$ cat src/rtl/seed_uart_tx.sv
// seed_uart_tx
// Buffers seed bytes from the random seed generator in a 4-entry FIFO and
// sends each one as an 8N1 UART frame (LSB first, idle-high line).
// Frames go back to back while the FIFO holds data.
// Seeds that arrive while the FIFO is full are dropped. Drops set a sticky
// overflow flag and are counted in a saturating 8-bit counter.

module seed_uart_tx #(
    parameter int CLKS_PER_BIT = 8,
    parameter int FIFO_DEPTH   = 4
) (
    input  logic       clk,
    input  logic       reset,
    input  logic [7:0] seed,
    input  logic       seed_ready,
    output logic       tx,
    output logic       busy,
    output logic       overflow,
    output logic [7:0] drop_count
);

    localparam logic [1:0] ST_IDLE  = 2'd0;
    localparam logic [1:0] ST_START = 2'd1;
    localparam logic [1:0] ST_DATA  = 2'd2;
    localparam logic [1:0] ST_STOP  = 2'd3;

    localparam logic [7:0] LAST_CYC = 8'(CLKS_PER_BIT - 1);
    localparam logic [2:0] FULL_CNT = 3'(FIFO_DEPTH);

    // frame sequencer state
    logic [1:0] state_r;
    logic [7:0] cyc_cnt_r;
    logic [2:0] bit_idx_r;
    logic [7:0] shift_r;
    logic       tx_r;

    // FIFO state
    logic [7:0] fifo_mem_r [0:3];
    logic [1:0] wr_ptr_r;
    logic [1:0] rd_ptr_r;
    logic [2:0] count_r;

    // status
    logic       overflow_r;
    logic [7:0] drop_count_r;

    // per-edge decisions
    logic       last_cyc_s;
    logic       fifo_empty_s;
    logic       fifo_full_s;
    logic       pop_s;
    logic       push_s;
    logic       drop_s;
    logic [2:0] next_bit_s;
    logic [7:0] head_s;

    // Work out this edge's pop, push and drop from the pre-edge state.
    // A full FIFO still takes a push when a pop happens on the same edge.
    always_comb begin
        last_cyc_s   = (cyc_cnt_r == LAST_CYC);
        fifo_empty_s = (count_r == 3'd0);
        fifo_full_s  = (count_r == FULL_CNT);
        next_bit_s   = bit_idx_r + 3'd1;
        head_s       = fifo_mem_r[rd_ptr_r];
        pop_s        = 1'b0;
        if (fifo_empty_s) begin
            pop_s = 1'b0;
        end else if (state_r == ST_IDLE) begin
            pop_s = 1'b1;
        end else if ((state_r == ST_STOP) && last_cyc_s) begin
            pop_s = 1'b1;
        end else begin
            pop_s = 1'b0;
        end
        push_s = seed_ready && (!fifo_full_s || pop_s);
        drop_s = seed_ready && fifo_full_s && !pop_s;
    end

    // Circular buffer storage, modulo-4 pointers and occupancy count
    always_ff @(posedge clk or negedge reset) begin
        if (!reset) begin
            wr_ptr_r <= 2'd0;
            rd_ptr_r <= 2'd0;
            count_r  <= 3'd0;
            for (int i = 0; i < 4; i++) begin
                fifo_mem_r[i] <= 8'd0;
            end
        end else begin
            if (push_s) begin
                fifo_mem_r[wr_ptr_r] <= seed;
                wr_ptr_r             <= wr_ptr_r + 2'd1;
            end
            if (pop_s) begin
                rd_ptr_r <= rd_ptr_r + 2'd1;
            end
            case ({push_s, pop_s})
                2'b10:   count_r <= count_r + 3'd1;
                2'b01:   count_r <= count_r - 3'd1;
                default: count_r <= count_r;
            endcase
        end
    end

    // Frame sequencer: start bit, eight data bits LSB first, stop bit, each CLKS_PER_BIT long
    always_ff @(posedge clk or negedge reset) begin
        if (!reset) begin
            state_r   <= ST_IDLE;
            cyc_cnt_r <= 8'd0;
            bit_idx_r <= 3'd0;
            shift_r   <= 8'd0;
            tx_r      <= 1'b1;
        end else begin
            case (state_r)
                ST_IDLE: begin
                    cyc_cnt_r <= 8'd0;
                    bit_idx_r <= 3'd0;
                    if (pop_s) begin
                        shift_r <= head_s;
                        state_r <= ST_START;
                        tx_r    <= 1'b0;
                    end else begin
                        tx_r <= 1'b1;
                    end
                end
                ST_START: begin
                    if (last_cyc_s) begin
                        state_r   <= ST_DATA;
                        cyc_cnt_r <= 8'd0;
                        bit_idx_r <= 3'd0;
                        tx_r      <= shift_r[0];
                    end else begin
                        cyc_cnt_r <= cyc_cnt_r + 8'd1;
                    end
                end
                ST_DATA: begin
                    if (last_cyc_s) begin
                        cyc_cnt_r <= 8'd0;
                        if (bit_idx_r == 3'd7) begin
                            state_r <= ST_STOP;
                            tx_r    <= 1'b1;
                        end else begin
                            bit_idx_r <= next_bit_s;
                            tx_r      <= shift_r[next_bit_s];
                        end
                    end else begin
                        cyc_cnt_r <= cyc_cnt_r + 8'd1;
                    end
                end
                ST_STOP: begin
                    if (last_cyc_s) begin
                        cyc_cnt_r <= 8'd0;
                        bit_idx_r <= 3'd0;
                        // chain straight into the next frame when data is waiting
                        if (pop_s) begin
                            shift_r <= head_s;
                            state_r <= ST_START;
                            tx_r    <= 1'b0;
                        end else begin
                            state_r <= ST_IDLE;
                            tx_r    <= 1'b1;
                        end
                    end else begin
                        cyc_cnt_r <= cyc_cnt_r + 8'd1;
                    end
                end
                default: begin
                    state_r   <= ST_IDLE;
                    cyc_cnt_r <= 8'd0;
                    bit_idx_r <= 3'd0;
                    tx_r      <= 1'b1;
                end
            endcase
        end
    end

    // Sticky overflow flag and saturating drop counter, cleared only by reset
    always_ff @(posedge clk or negedge reset) begin
        if (!reset) begin
            overflow_r   <= 1'b0;
            drop_count_r <= 8'd0;
        end else begin
            if (drop_s) begin
                overflow_r <= 1'b1;
                if (drop_count_r != 8'hFF) begin
                    drop_count_r <= drop_count_r + 8'd1;
                end
            end
        end
    end

    // Busy covers both a frame on the line and data still waiting in the FIFO
    always_comb begin
        busy = (state_r != ST_IDLE) || (count_r != 3'd0);
    end

    assign tx         = tx_r;
    assign overflow   = overflow_r;
    assign drop_count = drop_count_r;

endmodule

$ cat config.mk
export PLATFORM = sky130hd
export DESIGN_NAME = seed_uart_tx
export DESIGN_NICKNAME = d
export VERILOG_FILES = /design/src/rtl/seed_uart_tx.sv
export SDC_FILE = /design/constraint.sdc
export NUM_CORES = 1
export LEC_CHECK = 0
export BUFFER_PORTS_ARGS = -buffer_cell sky130_fd_sc_hd__buf_2
export CORE_MARGIN = 2
export CORE_UTILIZATION = 60
export CTS_BUF_LIST = sky130_fd_sc_hd__clkbuf_16
export DETAILED_ROUTE_END_ITERATION = 16
export HOLD_SLACK_MARGIN = 0.08
export PLACE_DENSITY = 0.84
export REMOVE_ABC_BUFFERS = 1
export SETUP_SLACK_MARGIN = 0.05
export SYNTH_ARGS = -nofsm -noshare
export SYNTH_HDL_FRONTEND = slang
export SYNTH_SLANG_ARGS = --single-unit
$ cat constraint.sdc
create_clock -name clk -period 3 [get_ports clk]
set_clock_uncertainty 0.2 [all_clocks]
set_input_delay 0.45 -clock clk [delete_from_list [all_inputs] [get_ports clk]]
set_output_delay 0.45 -clock clk [all_outputs]
set_load 0.1 [all_outputs]
==> metrics.md, run 1 <==
| Metric | Value |
|---|---|
| Outcome | finished, final reports clean |
| FF-to-FF Start | state_r[0] |
| NumNets Final | between 300 and 400 |
| Yosys top cell by area | dfrtp_1 |
| I/O Buffers | 21 |
| Number of synthesized register bits | 70 |
| Routability cong. | around 0.86 |
| GRT Overall Usage | 0.225 |
| Remaining DRCs | 0 |
| Synth Area per Inst | 13.2 µm² |
| Mapped Area | between 3000 and 4000 µm² |
| Max Clk Rate | 356 MHz |
| Clk buf depth | 2 |
| Maximum number of pins on one net before global-route repair | 71 |
| Final Max Slew Viols | 0 |
| CP startpoint kind | register |
| Min Tclk post-route | about 2.8 ns |
| Vias per cell | between 5 and 6 |
| Via count | about 2,100 |
| Pin slew with the least headroom to its limit | around 0.86 ns |
| # clock sinks | 70 |
| DRT iter0 DRCs | 150 |
| Post-Route WL | approximately 6200 µm |
| R2R depth | 11 |
| Crit-path max FO | 5 |
| # IOs | 22 |
| Clk_lat worst skew | 0.33 ns |
| Setup CP Type | reg2reg |
| WP data arrival | between 2 and 3 ns |
| Starting Density | 0.623 |
| Core footprint | approximately 5500 µm² |
| Max-Cap Viols | 0 |
| Final cell count without fillers | approximately 370 |
| Pre-CTS WS | roughly 0.21 ns |
| Leak | about 1.9 nW |
| Routed length on met1 | approximately 2700 µm |
| Critical Path Max Stage Delay | ~0.42 ns |
| GRT Residual Overflow | 0 |
| Hold Path Class | in2async |
| CTS clock-pin slew for the worst setup and hold paths | 0.06 ns |
| Clock root buffer | clkbuf_16 |
| CTS tree | done |
| PD cells | around 890 nW/µm² |
| Top cells by area, synth | dfrtp_1 50%, mux2_2 15%, mux4_2 5.9%, ha_1 4.7%, xor2_1 3.1% |
| Top sig layer | met4 |
| Layout area overhead | 15.9% |
| Wire length of the first global-routing pass | 10,700 µm |
| Inst Count DP | 348 |
| Worst r2r dst | count_r[2] |
| Async SR Flop Fraction | 1.00 |
| Met3 wire length | roughly 180 µm |
| Die Y | about 80 µm |
| Dominant synthesized flop cell | dfrtp_1 |
| Chip Width | roughly 80 µm |
| Post-Synthesis Cells | between 200 and 300 |
| Initial antenna violation count | 0 |
| Worst slew margin | 0.424 |
| Area share of the largest cell type after synthesis | 0.503 |
| Required @ worst endpoint | between 3 and 4 ns |
| Wire length per cell | ~17 µm |
| Final WS setup | ~0.19 ns |
| CTS hold repair buffers | 0 |
| Netlist cell types | between 40 and 50 |
| Share of cells above drive strength 1 | 0.375 |
| Met2 wire length | ~3200 µm |
| CP max-delay cell | dfrtp_1 |
| Reg2reg setup slack | roughly 0.19 ns |
| DIE AREA | 6340 µm² |
| Sequential-to-total area share from yosys stat | 0.511 |
| Finish-stage setup viols | 0 |
| Antenna-violating nets left | 0 |
| 1st-pass router iterations | 4 |
| Crit path cell chain | inv_1, ha_1, nor4b_4, o21ai_4, nand2_1, ha_1, inv_1, fa_1, xor2_1, nor2_1, xor2_1 |
| Fin Setup TNS | 0 ns |
| Row count | 27 |
| ANT cells | 0 |
| Hold Violations, Final | 0 |
| Unrepaired setup endpoints after global routing | no |
| Total chip power | around 3.5 mW |
| Synth warn | 0 |
| H-tree levels | 3 |
| CP Capture Type | register |
| CTS buffer count | 9 |
| Final hold slack | around 0.12 ns |
| EDFF count, synth | 0 |
| Post-DP HPWL | approximately 4200 µm |
| Number of global-route vias before repair | about 2,200 |
| Fill count | between 300 and 400 |
| VDD IR max | about 0.49 mV |
| Post-route clock period utilization | 0.937 |
-- Yosys cell counts (all sizes together), types with 5 or more instances --
master / count
mux2i: 5
inv: 12
mux2: 45
nor2: 14
o21ai: 6
nand2: 11
nand3: 14
xnor2: 5
dfrtp: 69
buf: 6
nor3: 7
mux4: 9
xor2: 12
ha: 13
-- worst max path at each step --
stage / depth (start not counted) / endpoint / from / slack, ns
floorplan: 11 / count_r[2] / state_r[0] / 0.29
global placement: 11 / count_r[2] / state_r[0] / 0.31
detailed placement: 11 / count_r[2] / state_r[0] / 0.21
CTS: 11 / count_r[2] / state_r[0] / 0.15
global route: 11 / count_r[2] / state_r[1] / 0.04
finish: 11 / count_r[2] / state_r[0] / 0.19
-- logic make-up (layout without fill, tap and decap cells) --
group                      after synthesis  count (layout)  synth area share
AOI/OAI and AO/OA                       19              19            0.0485
DFF                                     70              70             0.511
muxes                                   59              59             0.221
buffers and inverters                   20              57            0.0241
xor gates and xnor gates                17              17            0.0434
adders and majority gates               14              14            0.0533
and+or+nand+nor                         60              60            0.0981
-- flip-flops by register name (all words and copies together) (netlist names), 3 cells and up --
name / cells
bit_idx_r: 3
cyc_cnt_r: 8
shift_r: 8
drop_count: 8
count_r: 3
fifo_mem_r: 32
-- cells in the final DEF, fill, tap and decap left out, types with 10 or more instances in the layout --
| master | instances |
|---|---|
| nand2_1 | 11 |
| xor2_1 | 12 |
| ha_1 | 12 |
| nor2_1 | 13 |
| mux2_2 | 45 |
| buf_2 | 21 |
| inv_1 | 12 |
| dfrtp_1 | 69 |
| nand3_1 | 10 |
-- final cells by class --
cell class,instances,area [µm²],area share
clock inverter,7,97.6,0.0246
multi-input combinational,169,1600,0.402
clock buffer,9,225,0.0567
tap,72,90.1,0.0227
inverter,12,45.0,0.0113
sequential,70,1750,0.441
timing repair buffer,29,165,0.0415
-- repair_timing --
| action | CTS | global route |
|---|---|---|
| buffers inserted | 0 | 4 |
| gates resized for setup | 0 | 2 |
| endpoints found under the hold margin | 0 | 0 |
| endpoints found under the setup margin | 0 | 1 |
-- stage by stage --
step / utilization / area, µm²
floorplan: - / 3390
global placement: 0.657 / 3620
detailed placement: 0.657 / 3620
CTS: 0.716 / 3940
global route: 0.722 / 3980
finish: 0.722 / 3980
-- report_power, final --
part	total, mW	switching, mW	internal [mW]	leakage (nW)
Combinational	0.979	0.524	0.454	0.858
Sequential	1.43	0.199	1.24	0.866
Clock	1.13	0.397	0.729	0.152
-- metal layers --
layer  track usage  up-vias
met4         0.107        0
met5             0        -
met2         0.371       36
met3        0.0419       13
met1         0.286     1063
li1              -      993
-- critical path: cells and delay by family (launching register included) --
kind	cells	cell delay, ns
compound gates	1	0.15
xor+xnor	2	0.30
fa+ha+maj	3	0.81
buf+inv	2	0.18
flops	1	0.42
simple gates	3	0.68
Power figures use the tool's default switching activity.
==> run 2, diff against run 1 <==
--- a/config.mk
+++ b/config.mk
@@ -6,12 +6,14 @@
 export NUM_CORES = 1
 export LEC_CHECK = 0
 export BUFFER_PORTS_ARGS = -buffer_cell sky130_fd_sc_hd__buf_2
+export CELL_PAD_IN_SITES_DETAIL_PLACEMENT = 2
+export CELL_PAD_IN_SITES_GLOBAL_PLACEMENT = 2
 export CORE_MARGIN = 2
-export CORE_UTILIZATION = 60
+export CORE_UTILIZATION = 42
 export CTS_BUF_LIST = sky130_fd_sc_hd__clkbuf_16
 export DETAILED_ROUTE_END_ITERATION = 16
 export HOLD_SLACK_MARGIN = 0.08
-export PLACE_DENSITY = 0.84
+export PLACE_DENSITY = 0.83
 export REMOVE_ABC_BUFFERS = 1
 export SETUP_SLACK_MARGIN = 0.05
 export SYNTH_ARGS = -nofsm -noshare
==> run 2 against run 1 <==
Compared with the run above:
- die area grew 41%
- total power grew 2.1%
- highest routed layer unchanged
- worst setup slack gained 0.010 ns
- design area grew 2.0%
- via count grew 5.1%
==> metrics.md, run 2 (synthesized netlist as in run 1, its figures left out) <==
| Metric | Value |
|---|---|
| Outcome | finished, final reports clean |
| PD cells | 891 nW/µm² (about the same) |
| CTS clock-pin slew for the worst setup and hold paths | 0.06 ns (about the same) |
| Pin slew with the least headroom to its limit | 0.869 ns (+0.00520 ns) |
| Area of the multi-input gates | 1620 µm² (+1.4%) |
| CP startpoint kind | register |
| Storage cell area | 1750 µm² (about the same) |
| Gate power share | 0.287 (+0.011) |
| Placed instance area | 3670 µm² (+1.6%) |
| Psw | 1.26 mW (+12%) |
| DRT iter0 DRCs | 67 (-55%) |
| Fill count | 748 (+110%) |
| Wire length per cell | 22.9 µm (+36%) |
| Die Y | 94.4 µm (+19%) |
| Row count | 32 (+19%) |
| Via count | 2,212 (+5.1%) |
| Clock network power share | 0.305 (-0.013) |
| Hold Path Class | in2reg |
| Layout area overhead | 18.3% |
| ANT cells | 0 (unchanged) |
| CTS tree | done |
| Fin Setup TNS | 0 ns (unchanged) |
| Inst Count DP | 379 (+8.9%) |
| Clk_lat worst skew | 0.34 ns (about the same) |
| Routability cong. | 0.727 (-15%) |
| WP data arrival | 2.87 ns (about the same) |
| Clk buf depth | 2 (unchanged) |
| Max reg flops | 32 (unchanged) |
| Maximum number of pins on one net before global-route repair | 37 (-48%) |
| Largest Register | fifo_mem_r |
| Crit path cell chain | inv_1, ha_1, nor4b_4, buf_4, o21ai_4, nand2_2, ha_1, inv_1, fa_1, xor2_1, nor2_1, xor2_1 |
| Final hold slack | 0.185 ns (+0.0629 ns) |
| Finish-stage setup viols | 0 (unchanged) |
| Unrepaired setup endpoints after global routing | no |
| VDD IR max | 0.423 mV (-14%) |
| Crit-path max FO | 5 (unchanged) |
| Wire length of the first global-routing pass | 14,800 µm (+38%) |
| Starting Density | 0.439 (-0.184) |
| Core footprint | 7810 µm² (+42%) |
| Remaining DRCs | 0 (unchanged) |
| CP delay by family, top | adder cells |
| Final cell count without fillers | 401 (+9.0%) |
| Max Clk Rate | 357 MHz (+0.36%) |
| Vias per cell | 5.52 (-3.6%) |
| Finished Cell Area | 4060 µm² (+2.0%) |
| Pint | 2.35 mW (-2.7%) |
| Most frequent cells in the layout | 68 x dfrtp_1, 45 x mux2_2, 21 x buf_2 |
| Most common cell after layout, fill and taps aside | dfrtp_1 |
| Post-DP HPWL | 5580 µm (+34%) |
| Initial antenna violation count | 0 (unchanged) |
| 1st-pass router iterations | 4 (unchanged) |
| Max-Cap Viols | 0 (unchanged) |
| Post-route clock period utilization | 0.934 (-0.00340) |
| Switching share of power | 0.348 (+0.0318) |
| Setup CP Type | reg2reg |
| CP Buf/Inv Count | 3 (+1) |
| # IOs | 22 (unchanged) |
| CTS buffer count | 9 (unchanged) |
| GRT Overall Usage | 0.231 (+0.00681) |
| Sequential power share | 0.408 (+0.003) |
| Post-Route WL | 9160 µm (+48%) |
| Number of global-route vias before repair | 2,567 (+15%) |
| H-tree levels | 3 (unchanged) |
| Hold Violations, Final | 0 (unchanged) |
| Share of cells above drive strength 1 | 0.388 (+0.0130) |
| Antenna-violating nets left | 0 (unchanged) |
| I/O Buffers | 21 (unchanged) |
| Chip Width | 94.4 µm (+19%) |
| Worst slew margin | 0.421 (-0.00346) |
| NumNets Final | 319 (+0.95%) |
| CP Capture Type | register |
| Leak | 1.89 nW (+0.54%) |
| Min Tclk post-route | 2.80 ns (-0.0102 ns) |
| Required @ worst endpoint | 3.07 ns (+0.02 ns) |
| Critical Path Max Stage Delay | 0.42 ns (about the same) |
| Total chip power | 3.61 mW (+2.1%) |
| # clock sinks | 70 (unchanged) |
| Final Max Slew Viols | 0 (unchanged) |
| DIE AREA | 8900 µm² (+41%) |
| Clock root buffer | clkbuf_16 |
| CP max-delay cell | dfrtp_1 |
| GRT Residual Overflow | 0 (unchanged) |
## run 2: cell type report
cell class                      instances  area share
Sequential cell                        70       0.432
Multi-Input combinational cell        169       0.400
Clock buffer                            9      0.0555
Timing Repair Buffer                   32      0.0500
Tap cell                              102      0.0315
Clock inverter                          7      0.0197
Inverter                               12      0.0111
## run 2: power by group through the flow
stage / Combinational, mW / Clock [mW] / Sequential [mW]
floorplan: 0.592 / 0 / 1.60
global placement: 0.956 / 0 / 1.43
detailed placement: 1.01 / 0 / 1.46
CTS: 1.06 / 1.12 / 1.48
global route: 1.12 / 1.16 / 1.50
finish: 1.04 / 1.10 / 1.47
## run 2: path summary, 6_finish.rpt
kind / startpoint / endpoint / slack (ns) / depth (start not counted)
max: state_r[1] / count_r[2] / 0.20 / 12
min: seed[3] / fifo_mem_r[3] / 0.19 / 2
max reg2reg: state_r[1] / count_r[2] / 0.20 / 12
min reg2reg: overflow / overflow / 0.26 / 1
max in group asynchronous: reset / fifo_mem_r[4] / 1.32 / 3
min in group asynchronous: reset / drop_count[4] / 0.56 / 2
## run 2: per-stage QoR
step	util	worst slack [ns]
after global placement	0.471	0.273
after detailed placement	0.471	0.151
after floorplan	-	0.293
after global routing	0.520	0.0471
final	0.520	0.199
after CTS	0.513	0.0742
## run 2: worst register-to-register path, stage by stage, from the launching register on
cell and delay [ns]:
dfrtp_1 0.42, inv_1 0.12, ha_1 0.28, nor4b_4 0.22, buf_4 0.19, o21ai_4 0.11, nand2_2 0.13, ha_1 0.19
inv_1 0.07, fa_1 0.38, xor2_1 0.16, nor2_1 0.13, xor2_1 0.15
## run 2: per-layer routing
| metal | vias up | track usage | wire length, µm |
|---|---|---|---|
| met5 | - | 0 | 0 |
| met1 | 1163 | 0.261 | 3520 |
| met3 | 14 | 0.0519 | 211 |
| li1 | 999 | - | - |
| met4 | 0 | 0.0821 | 187 |
| met2 | 36 | 0.429 | 5240 |
## run 2: timing repair
item,in CTS,in global routing
endpoints found under the hold margin,33,0
setup buffers,1,4
endpoints found under the setup margin,1,1
pin swaps,1,0
resized for setup,2,6
hold buffers,1,0
==> run 3, diff against run 2 <==
--- a/config.mk
+++ b/config.mk
@@ -8,7 +8,7 @@
 export BUFFER_PORTS_ARGS = -buffer_cell sky130_fd_sc_hd__buf_2
 export CELL_PAD_IN_SITES_DETAIL_PLACEMENT = 2
 export CELL_PAD_IN_SITES_GLOBAL_PLACEMENT = 2
-export CORE_MARGIN = 2
+export CORE_MARGIN = 1
 export CORE_UTILIZATION = 42
 export CTS_BUF_LIST = sky130_fd_sc_hd__clkbuf_16
 export DETAILED_ROUTE_END_ITERATION = 16
==> run 3 against run 2 <==
Compared with the run above:
- hold slack improved by 0.011 ns
- total power about the same
- combinational power about the same
- core utilization decreased by 0.32 points
- worst setup slack lost 0.042 ns
- design area is 0.62% lower
- critical endpoint unchanged
- largest power group unchanged
- non-clock buffer count unchanged
==> metrics.md, run 3 (synthesized netlist as in run 1, its figures left out) <==
| Metric | Value |
|---|---|
| CTS tree | done |
| Number of global-route vias before repair | 2,625 (+2.3%) |
| Clk buf depth | 2 (unchanged) |
| Post-route clock period utilization | 0.948 (+0.0141) |
| Final Max Slew Viols | 0 (unchanged) |
| CP startpoint kind | register |
| Via count | 2,246 (+1.5%) |
| Hold Path Depth | 2 (unchanged) |
| Clock root buffer | clkbuf_16 |
| Initial antenna violation count | 0 (unchanged) |
| Largest Register | fifo_mem_r |
| Post-Route WL | 8970 µm (-2.1%) |
| Outcome | finished, final reports clean |
| Psw | 1.26 mW (about the same) |
| VDD IR max | 0.435 mV (+3.0%) |
| Chip Width | 92.4 µm (-2.1%) |
| Finished Cell Area | 4030 µm² (-0.62%) |
| CTS clock-pin slew for the worst setup and hold paths | 0.06 ns (about the same) |
| GRT Overall Usage | 0.235 (+0.00336) |
| Post-DP HPWL | 6030 µm (+8.1%) |
| DRT iter0 DRCs | 65 (-3.0%) |
| Fill count | 749 (+0.13%) |
| Storage cell area | 1750 µm² (unchanged) |
| NumNets Final | 319 (unchanged) |
| Die Y | 92.4 µm (-2.1%) |
| Maximum number of pins on one net before global-route repair | 30 (-19%) |
| Wire length per cell | 22.4 µm (-2.1%) |
| Fin Setup TNS | 0 ns (unchanged) |
| Min Tclk post-route | 2.84 ns (+0.0423 ns) |
| Wire length of the first global-routing pass | 14,800 µm (unchanged) |
| Share of cells above drive strength 1 | 0.385 (-0.00334) |
| Worst r2r dst | count_r[2] |
| GR Util met2 | 0.438 (+0.00970) |
| DIE AREA | 8530 µm² (-4.2%) |
| WP data arrival | 2.90 ns (+0.03 ns) |
| Hold Path Class | in2reg |
| Max reg flops | 32 (unchanged) |
| Antenna-violating nets left | 0 (unchanged) |
| Core footprint | 7810 µm² (unchanged) |
| Final cell count without fillers | 401 (unchanged) |
| Vias per cell | 5.60 (+1.5%) |
| Inst Count DP | 379 (unchanged) |
| Unrepaired setup endpoints after global routing | no |
| Row count | 32 (unchanged) |
| H-tree levels | 3 (unchanged) |
| Max-Cap Viols | 0 (unchanged) |
| GR peak layer | met2 |
| Setup CP Type | reg2reg |
| Placed instance area | 3660 µm² (-0.34%) |
| Leak | 1.88 nW (-0.18%) |
| Required @ worst endpoint | 3.06 ns (about the same) |
| Most frequent cells in the layout | 68 x dfrtp_1, 45 x mux2_2, 21 x buf_2 |
| Final WS setup | 0.156 ns (-0.0423 ns) |
| 1st-pass router iterations | 4 (unchanged) |
| Worst slew margin | 0.537 (+0.116) |
| Grt met1 use | 0.274 (+0.0136) |
| Area of the multi-input gates | 1620 µm² (-0.31%) |
| GRT Residual Overflow | 0 (unchanged) |
| Hold Path End | fifo_mem_r[12] |
| Crit-path max FO | 3 (-2) |
| HP Start | seed[4] |
| I/O Buffers | 21 (unchanged) |
| Reg2reg setup slack | 0.16 ns (-0.04 ns) |
| Most common cell after layout, fill and taps aside | dfrtp_1 |
| Layout area overhead | 17.5% |
| Clock network power share | 0.297 (-0.008) |
| Finish-stage setup viols | 0 (unchanged) |
| Total chip power | 3.61 mW (about the same) |
| Switching share of power | 0.348 (about the same) |
| Pint | 2.35 mW (about the same) |
| R2R depth | 11 (-1) |
| # clock sinks | 70 (unchanged) |
| Hold Violations, Final | 0 (unchanged) |
| PD cells | 896 nW/µm² (+0.65%) |
| FF-to-FF Start | state_r[0] |
| Clk_lat worst skew | 0.33 ns (about the same) |
| ANT cells | 0 (unchanged) |
| # IOs | 22 (unchanged) |
| CTS buffer count | 9 (unchanged) |
| Max Clk Rate | 352 MHz (-1.5%) |
| Starting Density | 0.439 (unchanged) |
| Met3 Use GR | 0.0361 (-0.0158) |
| Sequential power share | 0.410 (+0.002) |
| Remaining DRCs | 0 (unchanged) |
| Gate power share | 0.293 (+0.006) |
| Routability cong. | 0.700 (-3.6%) |
| Pre-CTS WS | 0.0751 ns (-0.0760 ns) |
| CP Capture Type | register |
| Pin slew with the least headroom to its limit | 0.695 ns (-0.174 ns) |
==> run 3: cell count changes in the layout (fill, tap and decap cells not counted) <==
cell,before,now
buf_12,1,0
buf_4,9,10
clkinv_1,0,1
clkinv_2,0,1
clkinv_4,2,1
clkinvlp_4,2,1
nor2_2,0,1
nor2_4,1,0
==> run 3: metal layers <==
metal,wire (µm),up-vias
li1,-,1000
met4,138,0
met1,3670,1200
met2,4970,32
met5,0,-
met3,179,14
==> run 3: power groups by stage <==
stage	clock network (mW)	logic (mW)	registers, mW
3_3_place_gp	0	0.959	1.43
5_1_grt	1.13	1.13	1.51
2_1_floorplan	0	0.592	1.60
3_5_place_dp	0	1.02	1.48
6_report	1.07	1.06	1.48
4_1_cts	1.10	1.06	1.48
==> run 3: worst max path at each step <==
stage               startpoint          to  depth (start not counted)
detailed placement  state_r[0]  count_r[2]                         11
global placement    state_r[0]  count_r[2]                         11
CTS                 state_r[0]  count_r[2]                         11
finish              state_r[0]  count_r[2]                         11
floorplan           state_r[0]  count_r[2]                         11
global route        state_r[0]  count_r[2]                         11
==> run 3: cell type report <==
type                    instances  share of cell area
well taps                     102              0.0317
clock inverters                 7              0.0180
flip-flops and latches         70               0.435
inverters                      12              0.0112
clock buffers                   9              0.0559
multi-input cells             169               0.401
repair buffers                 32              0.0472
==> run 3: critical path: stages, from the launching register on <==
cell and delay (ns):
dfrtp_1 0.43, ha_4 0.17, or4b_4 0.50, nor2_2 0.15
o21ai_1 0.13, inv_1 0.10, ha_1 0.19, inv_1 0.07
fa_1 0.39, xor2_1 0.16, nor2_1 0.14, xor2_1 0.15
==> run 3: what timing repair did <==
item                       CTS  global route
setup endpoints to repair    1             2
pin swaps                    1             1
hold buffers                 1             0
buffers inserted             0             5
gates resized for setup      2             5
hold endpoints to repair    20             0
==> run 3: stage by stage <==
| stage | hold WS [ns] | util |
|---|---|---|
| after CTS | 0.193 | 0.509 |
| after detailed placement | 0.263 | 0.469 |
| after global routing | 0.207 | 0.516 |
| after global placement | 0.249 | 0.469 |
| after floorplan | -0.0456 | - |
| final | 0.196 | 0.516 |
